===== src/rtl/xint_pkg.sv =====
// External interrupt conditioner shared definitions: register addresses, mode encodings, defaults.
// Latency: n/a (declarations only).
// Backpressure: n/a.
//
// Contents:
//   SYNC_STAGES_DEF  default depth of the per-pin synchronizer
//   NUM_CH           number of interrupt channels
//   cr_adr_e         control-register address map
//   mode_e           per-channel trigger mode
//   is_cfg_adr()     true for registers whose write restarts debounce timing
package xint_pkg;

  localparam int SYNC_STAGES_DEF = 2;
  localparam int NUM_CH          = 8;

  typedef enum logic [2:0] {
    ADR_MODE0 = 3'h0,  // modes ch3..0, two bits each, ch0 in [1:0]
    ADR_MODE1 = 3'h1,  // modes ch7..4
    ADR_DBEN  = 3'h2,  // per-channel debounce enable
    ADR_DBPRE = 3'h3,  // prescaler reload value
    ADR_DBTH  = 3'h4,  // debounce threshold in [3:0]
    ADR_RAW   = 3'h5,  // synchronized pin state, read-only
    ADR_FILT  = 3'h6,  // filtered pin state, read-only
    ADR_RSVD  = 3'h7   // reads zero
  } cr_adr_e;

  typedef enum logic [1:0] {
    MODE_DIS   = 2'b00,
    MODE_RISE  = 2'b01,
    MODE_FALL  = 2'b10,
    MODE_LEVEL = 2'b11
  } mode_e;

  // Writes to any debounce timing register restart every counter and the
  // prescaler so a half-finished count never mixes old and new settings.
  function automatic logic is_cfg_adr(input logic [2:0] adr);
    return (adr == ADR_DBEN) || (adr == ADR_DBPRE) || (adr == ADR_DBTH);
  endfunction

endpackage


===== src/rtl/xint_cond_ch.sv =====
// One interrupt channel: pin synchronizer, tick-based debounce filter, edge/level detect.
// Latency: pin to int_out is SYNC_STAGES+2 clocks with debounce off; debounce adds (th+1) ticks.
// Backpressure: none; int_out is a registered request level/pulse, never stalled.
//
// Ports:
//   clk, rst   clock and asynchronous active-high reset
//   pin        raw asynchronous external pin
//   mode       trigger mode (disabled / rising / falling / level-high)
//   dben       debounce enable for this channel
//   tick       one-cycle prescaler strobe that paces the debounce counter
//   clr        restart the debounce counter (timing register written)
//   th         debounce threshold; filt follows raw after th+1 disagreeing ticks
//   raw        last synchronizer stage
//   filt       filtered pin state
//   int_out    conditioned interrupt request
module xint_cond_ch
  import xint_pkg::*;
#(
  parameter int SYNC_STAGES = SYNC_STAGES_DEF
) (
  input  logic       clk,
  input  logic       rst,
  input  logic       pin,
  input  mode_e      mode,
  input  logic       dben,
  input  logic       tick,
  input  logic       clr,
  input  logic [3:0] th,
  output logic       raw,
  output logic       filt,
  output logic       int_out
);

  logic [SYNC_STAGES-1:0] sync_q;
  logic [3:0]             cnt_q;
  logic [3:0]             cnt_nxt;
  logic                   filt_q;
  logic                   filt_nxt;
  logic                   filt_d_q;
  logic                   int_q;
  logic                   int_nxt;

  // Synchronizer: bit 0 takes the pin, the top bit is the metastability-safe copy.
  always_ff @(posedge clk or posedge rst) begin
    if (rst) begin
      sync_q <= '0;
    end else begin
      sync_q <= {sync_q[SYNC_STAGES-2:0], pin};
    end
  end

  assign raw = sync_q[SYNC_STAGES-1];

  // Debounce: the counter holds the number of consecutive ticks on which raw
  // has disagreed with filt. Any agreement (or a timing-register write) drops
  // the count, so a glitch shorter than th+1 ticks never reaches filt.
  always_comb begin
    filt_nxt = filt_q;
    cnt_nxt  = cnt_q;
    if (!dben) begin
      filt_nxt = raw;
      cnt_nxt  = 4'd0;
    end else if (clr || (raw == filt_q)) begin
      cnt_nxt  = 4'd0;
    end else if (tick) begin
      // cnt_q ticks already seen; this tick makes cnt_q+1, which exceeds th
      // exactly when cnt_q >= th.
      if (cnt_q >= th) begin
        filt_nxt = raw;
        cnt_nxt  = 4'd0;
      end else begin
        cnt_nxt  = cnt_q + 4'd1;
      end
    end
  end

  // Edge detection looks only at filt vs its delayed copy, so a mode change
  // on its own can never manufacture a pulse.
  always_comb begin
    int_nxt = 1'b0;
    unique case (mode)
      MODE_RISE:  int_nxt = filt_q & ~filt_d_q;
      MODE_FALL:  int_nxt = ~filt_q & filt_d_q;
      MODE_LEVEL: int_nxt = filt_q;
      default:    int_nxt = 1'b0;
    endcase
  end

  always_ff @(posedge clk or posedge rst) begin
    if (rst) begin
      cnt_q    <= 4'd0;
      filt_q   <= 1'b0;
      filt_d_q <= 1'b0;
      int_q    <= 1'b0;
    end else begin
      cnt_q    <= cnt_nxt;
      filt_q   <= filt_nxt;
      filt_d_q <= filt_q;
      int_q    <= int_nxt;
    end
  end

  assign filt    = filt_q;
  assign int_out = int_q;

endmodule


===== src/rtl/xint_cond.sv =====
// Eight-channel external interrupt conditioner with a small control-register block.
// Latency: pin to INT_OUT is SYNC_STAGES+2 clocks with debounce off; register reads are combinational.
// Backpressure: none; register writes always complete in one clock, INT_OUT is never stalled.
//
// Ports:
//   clk, rst   clock and asynchronous active-high reset
//   XINT_PIN   asynchronous external interrupt pins, one per channel
//   INT_OUT    registered conditioned requests to the interrupt controller
//   cr_din     control-register write data
//   cr_dout    control-register read data, combinational from cr_adr
//   cr_adr     control-register address
//   cr_we      write strobe, qualified by cr_cs
//   cr_cs      block select
module xint_cond
  import xint_pkg::*;
#(
  parameter int SYNC_STAGES = SYNC_STAGES_DEF
) (
  input  logic       clk,
  input  logic       rst,
  input  logic [7:0] XINT_PIN,
  output logic [7:0] INT_OUT,
  input  logic [7:0] cr_din,
  output logic [7:0] cr_dout,
  input  logic [2:0] cr_adr,
  input  logic       cr_we,
  input  logic       cr_cs
);

  // A single flop cannot synchronize; shallower settings are raised to two.
  localparam int SYNC_N = (SYNC_STAGES < 2) ? 2 : SYNC_STAGES;

  logic [15:0]       mode_q;
  logic [7:0]        dben_q;
  logic [7:0]        dbpre_q;
  logic [3:0]        dbth_q;
  logic [7:0]        pre_cnt_q;
  logic              tick;
  logic              wr;
  logic              cfg_wr;
  logic [NUM_CH-1:0] raw_vec;
  logic [NUM_CH-1:0] filt_vec;
  logic [NUM_CH-1:0] int_vec;

  assign wr     = cr_cs & cr_we;
  assign cfg_wr = wr & is_cfg_adr(cr_adr);

  // ---------------------------------------------------------------------
  // Control registers. RAW, FILT and the reserved slot have no storage, so
  // writes there simply fall through the default arm.
  // ---------------------------------------------------------------------
  always_ff @(posedge clk or posedge rst) begin
    if (rst) begin
      mode_q  <= 16'h0000;
      dben_q  <= 8'h00;
      dbpre_q <= 8'h00;
      dbth_q  <= 4'h0;
    end else if (wr) begin
      case (cr_adr_e'(cr_adr))
        ADR_MODE0: mode_q[7:0]  <= cr_din;
        ADR_MODE1: mode_q[15:8] <= cr_din;
        ADR_DBEN:  dben_q       <= cr_din;
        ADR_DBPRE: dbpre_q      <= cr_din;
        ADR_DBTH:  dbth_q       <= cr_din[3:0];
        default:   ;
      endcase
    end
  end

  always_comb begin
    cr_dout = 8'h00;
    case (cr_adr_e'(cr_adr))
      ADR_MODE0: cr_dout = mode_q[7:0];
      ADR_MODE1: cr_dout = mode_q[15:8];
      ADR_DBEN:  cr_dout = dben_q;
      ADR_DBPRE: cr_dout = dbpre_q;
      ADR_DBTH:  cr_dout = {4'h0, dbth_q};
      ADR_RAW:   cr_dout = raw_vec;
      ADR_FILT:  cr_dout = filt_vec;
      default:   cr_dout = 8'h00;
    endcase
  end

  // ---------------------------------------------------------------------
  // Debounce prescaler: strobes when the count reaches the reload value and
  // restarts from zero, giving one tick every dbpre_q+1 clocks. If the reload
  // is lowered below the running count, the count wraps through 255 first;
  // that cannot happen in practice because such a write also clears it.
  // ---------------------------------------------------------------------
  assign tick = (pre_cnt_q == dbpre_q);

  always_ff @(posedge clk or posedge rst) begin
    if (rst) begin
      pre_cnt_q <= 8'h00;
    end else if (cfg_wr || tick) begin
      pre_cnt_q <= 8'h00;
    end else begin
      pre_cnt_q <= pre_cnt_q + 8'h01;
    end
  end

  // ---------------------------------------------------------------------
  // Channels: fully independent, so simultaneous events on several pins
  // assert their own request bits in the same cycle.
  // ---------------------------------------------------------------------
  for (genvar i = 0; i < NUM_CH; i++) begin : g_ch
    xint_cond_ch #(
      .SYNC_STAGES (SYNC_N)
    ) u_ch (
      .clk     (clk),
      .rst     (rst),
      .pin     (XINT_PIN[i]),
      .mode    (mode_e'(mode_q[2*i +: 2])),
      .dben    (dben_q[i]),
      .tick    (tick),
      .clr     (cfg_wr),
      .th      (dbth_q),
      .raw     (raw_vec[i]),
      .filt    (filt_vec[i]),
      .int_out (int_vec[i])
    );
  end

  assign INT_OUT = int_vec;

endmodule


===== config.mk =====
export PLATFORM = sky130hd
export DESIGN_NAME = xint_cond
export DESIGN_NICKNAME = d
export VERILOG_FILES = /design/src/rtl/xint_pkg.sv /design/src/rtl/xint_cond_ch.sv /design/src/rtl/xint_cond.sv
export SDC_FILE = /design/constraint.sdc
export NUM_CORES = 1
export LEC_CHECK = 0
export CORE_AREA = 2 2 106 108
export DETAILED_ROUTE_END_ITERATION = 6
export DIE_AREA = 0 0 108 110
export PLACE_DENSITY = 0.79
export SYNTH_ARGS = -nofsm -noshare
export SYNTH_HDL_FRONTEND = slang
export SYNTH_SLANG_ARGS = --single-unit

===== constraint.sdc =====
create_clock -name clk -period 10.2 [get_ports clk]
set_input_delay 2.55 -clock clk [delete_from_list [all_inputs] [get_ports clk]]
set_output_delay 2.55 -clock clk [all_outputs]
set_load 0.01 [all_outputs]

======== After elaboration in Yosys (flattened, before gate mapping) ========
Index checks and enable logic that the tools add are counted.
storage, ports and cells
  bits in registers ....................... 116
  input bits .............................. 23
  output and inout bits ................... 16
cells by class
  $add $sub $neg .......................... 9
  order comparisons ....................... 8
  equality and inequality tests ........... 71
  muxes and demuxes ....................... 74
  bitwise gates (word level) .............. 34
  reduce and logical (&&, ||, !) cells .... 25
operators by type and width
  operator             count
  $mux 4               32
  $pmux 8 s7           1
  $add 4x1->4 const B  8
  $eq 2x2->1 const B   16
  $ge 4x4->1           8
  $mux 1               32
  $ne 2x1->1 const B   16
  $ne 3x1->1 const B   8
  $pmux 1 s3           8
  $reduce_and 3->1     8
  $and 1x1->1          18
  $eq 2x1->1 const B   8
  $ne 2x2->1 const B   8
  $not 1->1            16
  $logic_or 1x1->1     11
  $reduce_and 2->1     5
  $eq 3x3->1 const B   3
  $add 8x1->8 const B  1
  $eq 1x1->1           8
  $eq 8x8->1           1
  $mux 8               1
  $eq 3x2->1 const B   2
  $eq 3x1->1 const B   1
  $logic_not 3->1      1

======== Longest topological paths before layout ========
Gate-level depths: netlist of run 1.
  word-level depth ........................ 7
  depth in mapped cells ................... 8
  depth with buffers taken out ............ 7

======== Modules after synthesis ========
A second synthesis of run 1 with hierarchy kept.
second synthesis, totals
  cell total of the unflattened synthesis .. 580
  area total of the unflattened synthesis .. 6423.7 µm²
modules (own cells, without submodules)
  module        times used  cells each  area each (µm²)  seq. area each (µm²)
  xint_cond_ch  8           49          513.0            225.2
  xint_cond     1           188         2319.7           1101.1

======== Least setup slack after synthesis of run 1 ========
OpenSTA, ideal clock, no wires.
  path kind ............................... input to output
  start point ............................. in cr_adr[0]
  end point ............................... out cr_dout[1]
  data arrival time ....................... 3.647 ns
  path slack .............................. 4.003 ns
  stages on the path ...................... 5
  buffers on the path ..................... 2
  cells stage by stage .................... buf_1 clkbuf_1 mux4_2 nor2_1 a21oi_1
on the way
  longest elaborated chain between the ends .. 2
  elaborated cells on any way between the ends .. 8
  those cells by class .................... eq/ne (6); mux (1); reduce/logical (1)
ends and longest elaborated chain
  item                                line             source
  start: declaration                  xint_cond.sv:25  input logic [2:0] cr_adr,
  $eq 3x3->1 (tied with other cells)  xint_cond.sv:72  case (cr_adr_e'(cr_adr))
  $pmux 8 s7 (*)                      xint_cond.sv:72
  end: declaration                    xint_cond.sv:24  output logic [7:0] cr_dout,
Mark *: on every way between the ends. The rest lies on a longest branch, timed or not.

======== Worst setup path after layout of run 1 ========
  start point ............................. in cr_adr[2]
  end point ............................... out cr_dout[5]
Same word-level chain as after synthesis.

==> results of run 1 <==
-- final timing paths --
check                                                     to  slack [ns]                             start  cells past startpoint
setup / recovery                                  cr_dout[5]        2.50                         cr_adr[2]                      6
hold / removal              g_ch[6].u_ch.sync_q[1]$_DFF_PP0_        0.35  g_ch[6].u_ch.sync_q[0]$_DFF_PP0_                      0
setup reg to reg               g_ch[4].u_ch.filt$_DFFE_PP0P_        7.78             dbth_q[0]$_DFFE_PP0P_                      6
hold reg to reg             g_ch[6].u_ch.sync_q[1]$_DFF_PP0_        0.35  g_ch[6].u_ch.sync_q[0]$_DFF_PP0_                      0
max in group asynchronous  g_ch[7].u_ch.cnt_q[0]$_DFFE_PP0P_        6.47                               rst                      3
min in group asynchronous             dbpre_q[1]$_DFFE_PP0P_        2.47                               rst                      2
-- kinds of logic (layout without fill, tap and decap cells) --
group	Yosys count	count (layout)
adder cells (fa/ha/maj)	41	41
AND/OR/NAND/NOR	188	188
buffers and inverters	56	100
AO/OA/AOI/OAI	122	122
XOR/XNOR	22	22
multiplexers	56	56
flip-flops	116	116
-- critical path, delay by kind of cell --
kind | cells | cell delay, ns
compound gates | 1 | 0.16
buf+inv | 2 | 1.53
simple gates | 3 | 0.90
-- registers in the layout, summed over array words and instances (netlist names) --
| register | cells |
|---|---|
| g_ch.u_ch.sync_q | 16 |
| mode_q | 16 |
| dbpre_q | 8 |
| dbth_q | 4 |
| g_ch.u_ch.cnt_q | 32 |
| g_ch.u_ch.filt_d_q | 8 |
| dben_q | 8 |
| g_ch.u_ch.int_out | 8 |
| pre_cnt_q | 8 |
| g_ch.u_ch.filt | 8 |
-- report_power, final --
group          internal [mW]  switching [mW]  total, mW
registers              0.539           0.100      0.639
logic                  0.181           0.196      0.377
clock network          0.358           0.195      0.553
total                   1.08           0.491       1.57
-- stage by stage --
step                      hold WS, ns  std cells  total power, mW  area (sq um)
after floorplan                0.3312        601           0.8884          6262
after global placement         0.3334        755           0.9860          6698
after detailed placement       0.3370        755            1.013          6698
after CTS                      0.3487        785            1.573          7251
after global routing           0.3562        785            1.649          7251
final                          0.3495        785            1.569          7251
-- synthesized netlist by cell type, types with 6 or more instances --
| cell | count | share of area, % |
|---|---|---|
| dfrtp_1 | 116 | 46 |
| nor2_1 | 43 | 2.6 |
| ha_1 | 41 | 8.2 |
| mux2_2 | 41 | 7.4 |
| nand3_1 | 37 | 3.0 |
| nand2_1 | 35 | 2.1 |
| o21ai_0 | 29 | 2.3 |
| inv_1 | 28 | 1.7 |
| a21oi_1 | 22 | 1.8 |
| xnor2_1 | 17 | 2.4 |
| and3_1 | 13 | 1.3 |
| nand2b_1 | 12 | 1.2 |
| a21boi_0 | 11 | 1.3 |
| clkbuf_1 | 11 | 0.66 |
| buf_4 | 9 | 1.1 |
| mux2i_1 | 9 | 1.4 |
| a22oi_1 | 8 | 0.96 |
| nand3b_1 | 8 | 0.96 |
| nand4_1 | 8 | 0.80 |
| nor3_1 | 8 | 0.64 |
| o31ai_1 | 8 | 0.96 |
| or2_2 | 8 | 0.80 |
| nor2b_1 | 7 | 0.70 |
| a21o_1 | 6 | 0.72 |
| a31oi_1 | 6 | 0.60 |
-- area by class of cell --
class | count | share of cell area [%]
repair buffers | 42 | 5.660
inverters | 28 | 1.484
flip-flops and latches | 116 | 40.03
multi-input cells | 429 | 42.78
clock buffers | 26 | 7.006
well taps | 140 | 2.416
clock inverters | 4 | 0.6212
-- per-layer routing --
| layer | wire, microns | up-vias | global-route usage, % |
|---|---|---|---|
| li1 | - | 2222 | - |
| met4 | 359 | 0 | 12.45 |
| met5 | 0 | - | 0 |
| met3 | 650 | 34 | 5.467 |
| met1 | 6206 | 2389 | 32.39 |
| met2 | 7436 | 130 | 46.05 |
==> run_results.csv, run 1 <==
group,metric,value,unit
critical_path,crit_top_cell,"clkdlybuf4s50_1",
clock_tree,numCtsBuffers,17,
sta,worst_slack,2.498,ns
worst_hold_path,min_path_type,"register to register",
sta,post-route-period-util,75.51,%
critical_path,cp-start-kind,"input port",
die,rows,38,
power_and_ir_drop,powerDensity,216.4,nW/um^2
clock_tree,path_clk_slew,0.05,ns
layout,seq_area,2903,sq um
critical_path,critPathKind,"input port to output pin",
sta,slew_headroom,31.09,%
clock_tree,ctsHoldBuffers,0,
placement,pre_cts_ws,2.632,ns
layout,finish.utilization,67.78,%
synth,synth-xor-area-share,3.077,%
layout,antenna_cells,0,
global_routing,grt.overflow.total,0,
sta,setup-violations-final,0,
layout,final_common_cell,"dfrtp_1",
sta,hold_viol,0,
global_routing,antenna_found_initial,0,
power_and_ir_drop,ir_drop,148.0,uV
detailed_routing,routedWlPerCell,18.67,microns
synth,synth-simple-area-share,15.10,%
clock_tree,cts_resized,0,
detailed_routing,vias_per_cell,6.083,
synth,synthCells,601,
sta,drv_slew,0,
synth,synth_top_family_by_area,"simple AND/OR/NAND/NOR gates",
detailed_routing,drtIter0Drc,266,
critical_path,cpPeakStageDelay,0.94,ns
die,die-area,11880,sq um
critical_path,path_max_fanout,24,
placement,portBuffers,38,
placement,dp.final_hpwl,10.12,mm
synth,synth_flop_cell,"dfrtp_1",
die,ios,39,
layout,final_cell_mix,"dfrtp_1, nor2_1, mux2_2, ha_1, clkdlybuf4s50_1",
critical_path,crit_required,7.65,ns
sta,max_freq,0.1298,GHz
placement,gp_congestion,0.8647,
synth,synth-adder-area-share,8.192,%
critical_path,cp.arrival,5.15,ns
synth,syn_avg_cell_area,10.42,sq um
clock_tree,cts_tree,"built",
synth,synth.area.mux_share,10.43,%
run_status,status,"finished clean",
global_routing,grt_pass1_wl,24.49,mm
sta,final.setup.tns,0,ns
layout,num-fill-cells,764,
critical_path,critPathCaptureType,"output pin",
sta,rsz0062_at_grt,"no",
layout,syn2layout_area_growth,15.78,%
detailed_routing,dr.pass1.iters,4,
clock_tree,root_buffer,"clkbuf_8",
detailed_routing,drc,0,
detailed_routing,ant_nets,0,
synth,syn_nets,665,
layout,drive_above_1_share,13.64,%
synth,ys_ff_latch,116,
power_and_ir_drop,p_leak,3.222,nW
global_routing,first_global_vias,4997,
synth,synth_seq_area_share,46.35,%
detailed_routing,drt_wl_total,14.65,mm
sta,tightest_slew,1.030,ns
sta,fin_crit,7.702,ns
flow_run,drv_cap,0,
clock_tree,clock_sinks,116,
synth,synthDistinctLibCells,52,
critical_path,crit_path_top_delay_cell,"clkdlybuf4s50_1",
die,die_w,108,microns
global_routing,grt_usage,26.70,%
die,die_h,110,microns
synth,synth-edff-count,0,
clock_tree,clockBufferDepth,2,
synth,async_reset_ff_share,100.0,%
critical_path,crit_chain,"clkdlybuf4s50_1 > nor2b_1 > nand2_1 > and3_1 > o22ai_1 > clkdlybuf4s50_1",
clock_tree,postCtsSetupBuffers,0,
synth,yosysWarnings,0,
synth,synth_compound_area_share,12.73,%
clock_tree,clkLatencyLatePin,0.52,ns
layout,fin_nets,698,
sta,finClkSkew,0.01080,ns
synth,syn_area,6262,sq um
global_routing,grt_max_degree,69,
detailed_routing,dr_total_vias,4775,
die,core,10700,sq um
layout,multi_input_area,3102,sq um
clock_tree,cts_max_level,4,
die,start_util,58.54,%
No activity file was read; power rests on OpenSTA's default activity.
==> run 2: changes to the inputs <==
clock period = 8.1 ns   (was 10.2 ns; I/O delays follow)
==> run_results.csv, run 2 (synthesis gave the netlist of run 1 again) <==
group,metric,value,unit
detailed_routing,vias_per_cell,6.107,
clock_tree,cts_tree,"built",
critical_path,setup.worst_path.end,"cr_dout[7]",
detailed_routing,dr.pass1.iters,7,
sta,final.setup.tns,0,ns
placement,pre_cts_ws,1.583,ns
placement,dp.cells,755,
layout,top_register,"g_ch.u_ch.cnt_q",
power_and_ir_drop,powerDensity,286.4,nW/um^2
critical_path,crit_chain,"clkdlybuf4s50_1 > mux2_2 > a221oi_1 > a21oi_1 > clkdlybuf4s50_1",
layout,final_common_cell,"dfrtp_1",
clock_tree,clock_sinks,116,
die,die_h,110,microns
die,ios,39,
clock_tree,postCtsSetupBuffers,0,
critical_path,crit_path_top_delay_cell,"clkdlybuf4s50_1",
clock_tree,numCtsBuffers,17,
worst_hold_path,holdCritStartpoint,"g_ch[4].u_ch.sync_q[0]$_DFF_PP0_",
critical_path,regToRegEndpoint,"g_ch[7].u_ch.filt$_DFFE_PP0P_",
sta,worst_slack,1.452,ns
global_routing,grt_usage,27.62,%
detailed_routing,dr_total_vias,4806,
layout,largest_reg_flops,32,
critical_path,worstRegToRegCells,6,
clock_tree,clockBufferDepth,2,
placement,dp.final_hpwl,10.34,mm
die,rows,38,
die,start_util,58.54,%
sta,hold_viol,0,
layout,fin_nets,698,
sta,drv_slew,0,
worst_hold_path,holdPathStages,0,
global_routing,grt_pass1_wl,25.11,mm
clock_tree,cts_resized,0,
layout,drive_above_1_share,14.06,%
detailed_routing,drtIter0Drc,319,
detailed_routing,drc,0,
detailed_routing,routedWlPerCell,19.31,microns
layout,final_cell_mix,"dfrtp_1, nor2_1, mux2_2, ha_1, clkdlybuf4s50_1",
sta,tightest_slew,0.9992,ns
clock_tree,path_clk_slew,0.05,ns
sta,max_freq,0.1504,GHz
sta,whs,0.3507,ns
critical_path,crit_required,6.08,ns
detailed_routing,drt_wl_total,15.20,mm
sta,fin_crit,6.648,ns
layout,final_cells,787,
placement,gp_congestion,0.8697,
run_status,status,"finished clean",
global_routing,first_global_vias,4986,
critical_path,path_max_fanout,24,
critical_path,critPathCaptureType,"output pin",
critical_path,path_buf_inv,2,
worst_hold_path,min_path_type,"register to register",
layout,antenna_cells,0,
flow_run,drv_cap,0,
clock_tree,ctsHoldBuffers,0,
global_routing,grt.overflow.total,0,
critical_path,critPathKind,"input port to output pin",
sta,finClkSkew,0.008088,ns
clock_tree,cts_max_level,4,
die,die_w,108,microns
sta,slew_headroom,33.18,%
power_and_ir_drop,ir_drop,216.6,uV
sta,post-route-period-util,82.07,%
critical_path,crit_top_cell,"clkdlybuf4s50_1",
global_routing,grt_max_degree,69,
critical_path,rrSetupSlack,5.59,ns
layout,largestRegisters,"g_ch.u_ch.cnt_q: 32 flops, g_ch.u_ch.sync_q: 16 flops, mode_q: 16 flops",
detailed_routing,ant_nets,0,
critical_path,cp_top_family,"buffers and inverters",
global_routing,antenna_found_initial,0,
critical_path,cpPeakStageDelay,1.13,ns
placement,portBuffers,38,
critical_path,cp-start-kind,"input port",
clock_tree,clkLatencyLatePin,0.52,ns
sta,setup-violations-final,0,
die,die-area,11880,sq um
power_and_ir_drop,total_power,2.104,mW
critical_path,cp.arrival,4.62,ns
power_and_ir_drop,p_leak,3.263,nW
layout,syn2layout_area_growth,17.32,%
clock_tree,root_buffer,"clkbuf_8",
critical_path,worstSetupStartpoint,"cr_adr[2]",
critical_path,crit-reg2reg-launch,"dbpre_q[6]$_DFFE_PP0P_",
die,core,10700,sq um
layout,num-fill-cells,739,
critical_path,worstSetupPathDepth,5,
sta,rsz0062_at_grt,"no",
run 2: cell type report:
class                      instances  area [sq um]  area share (%)
tap                              140         175.2           2.384
clock inverter                     9         172.7           2.350
sequential                       116          2903           39.51
inverter                          28         107.6           1.465
timing repair buffer              42         410.4           5.586
multi-input combinational        429          3102           42.22
clock buffer                      23         476.7           6.488
run 2: worst min-delay path by stage:
stage                                             to  slack [ns]
finish              g_ch[4].u_ch.sync_q[1]$_DFF_PP0_        0.35
global route        g_ch[1].u_ch.sync_q[1]$_DFF_PP0_        0.36
CTS                 g_ch[3].u_ch.sync_q[1]$_DFF_PP0_        0.35
detailed placement  g_ch[3].u_ch.sync_q[1]$_DFF_PP0_        0.34
global placement    g_ch[7].u_ch.sync_q[1]$_DFF_PP0_        0.33
floorplan           g_ch[0].u_ch.sync_q[1]$_DFF_PP0_        0.33
run 2: through the flow:
| step | util, % | cell area (sq um) |
|---|---|---|
| floorplan | - | 6262 |
| global placement | 62.61 | 6698 |
| detailed placement | 62.61 | 6698 |
| CTS | 68.68 | 7347 |
| global route | 68.68 | 7347 |
| finish | 68.68 | 7347 |
run 2: where the power goes:
group | switching [mW] | internal (mW)
clock network | 0.262 | 0.562
registers | 0.125 | 0.679
logic | 0.250 | 0.228
run 2: per-layer routing:
layer	global-route usage, %	vias up	part of all wire, %
li1	-	2226	-
met5	0	-	0
met2	47.48	129	52
met4	11.45	0	2.0
met3	5.585	22	4.0
met1	34.32	2429	42
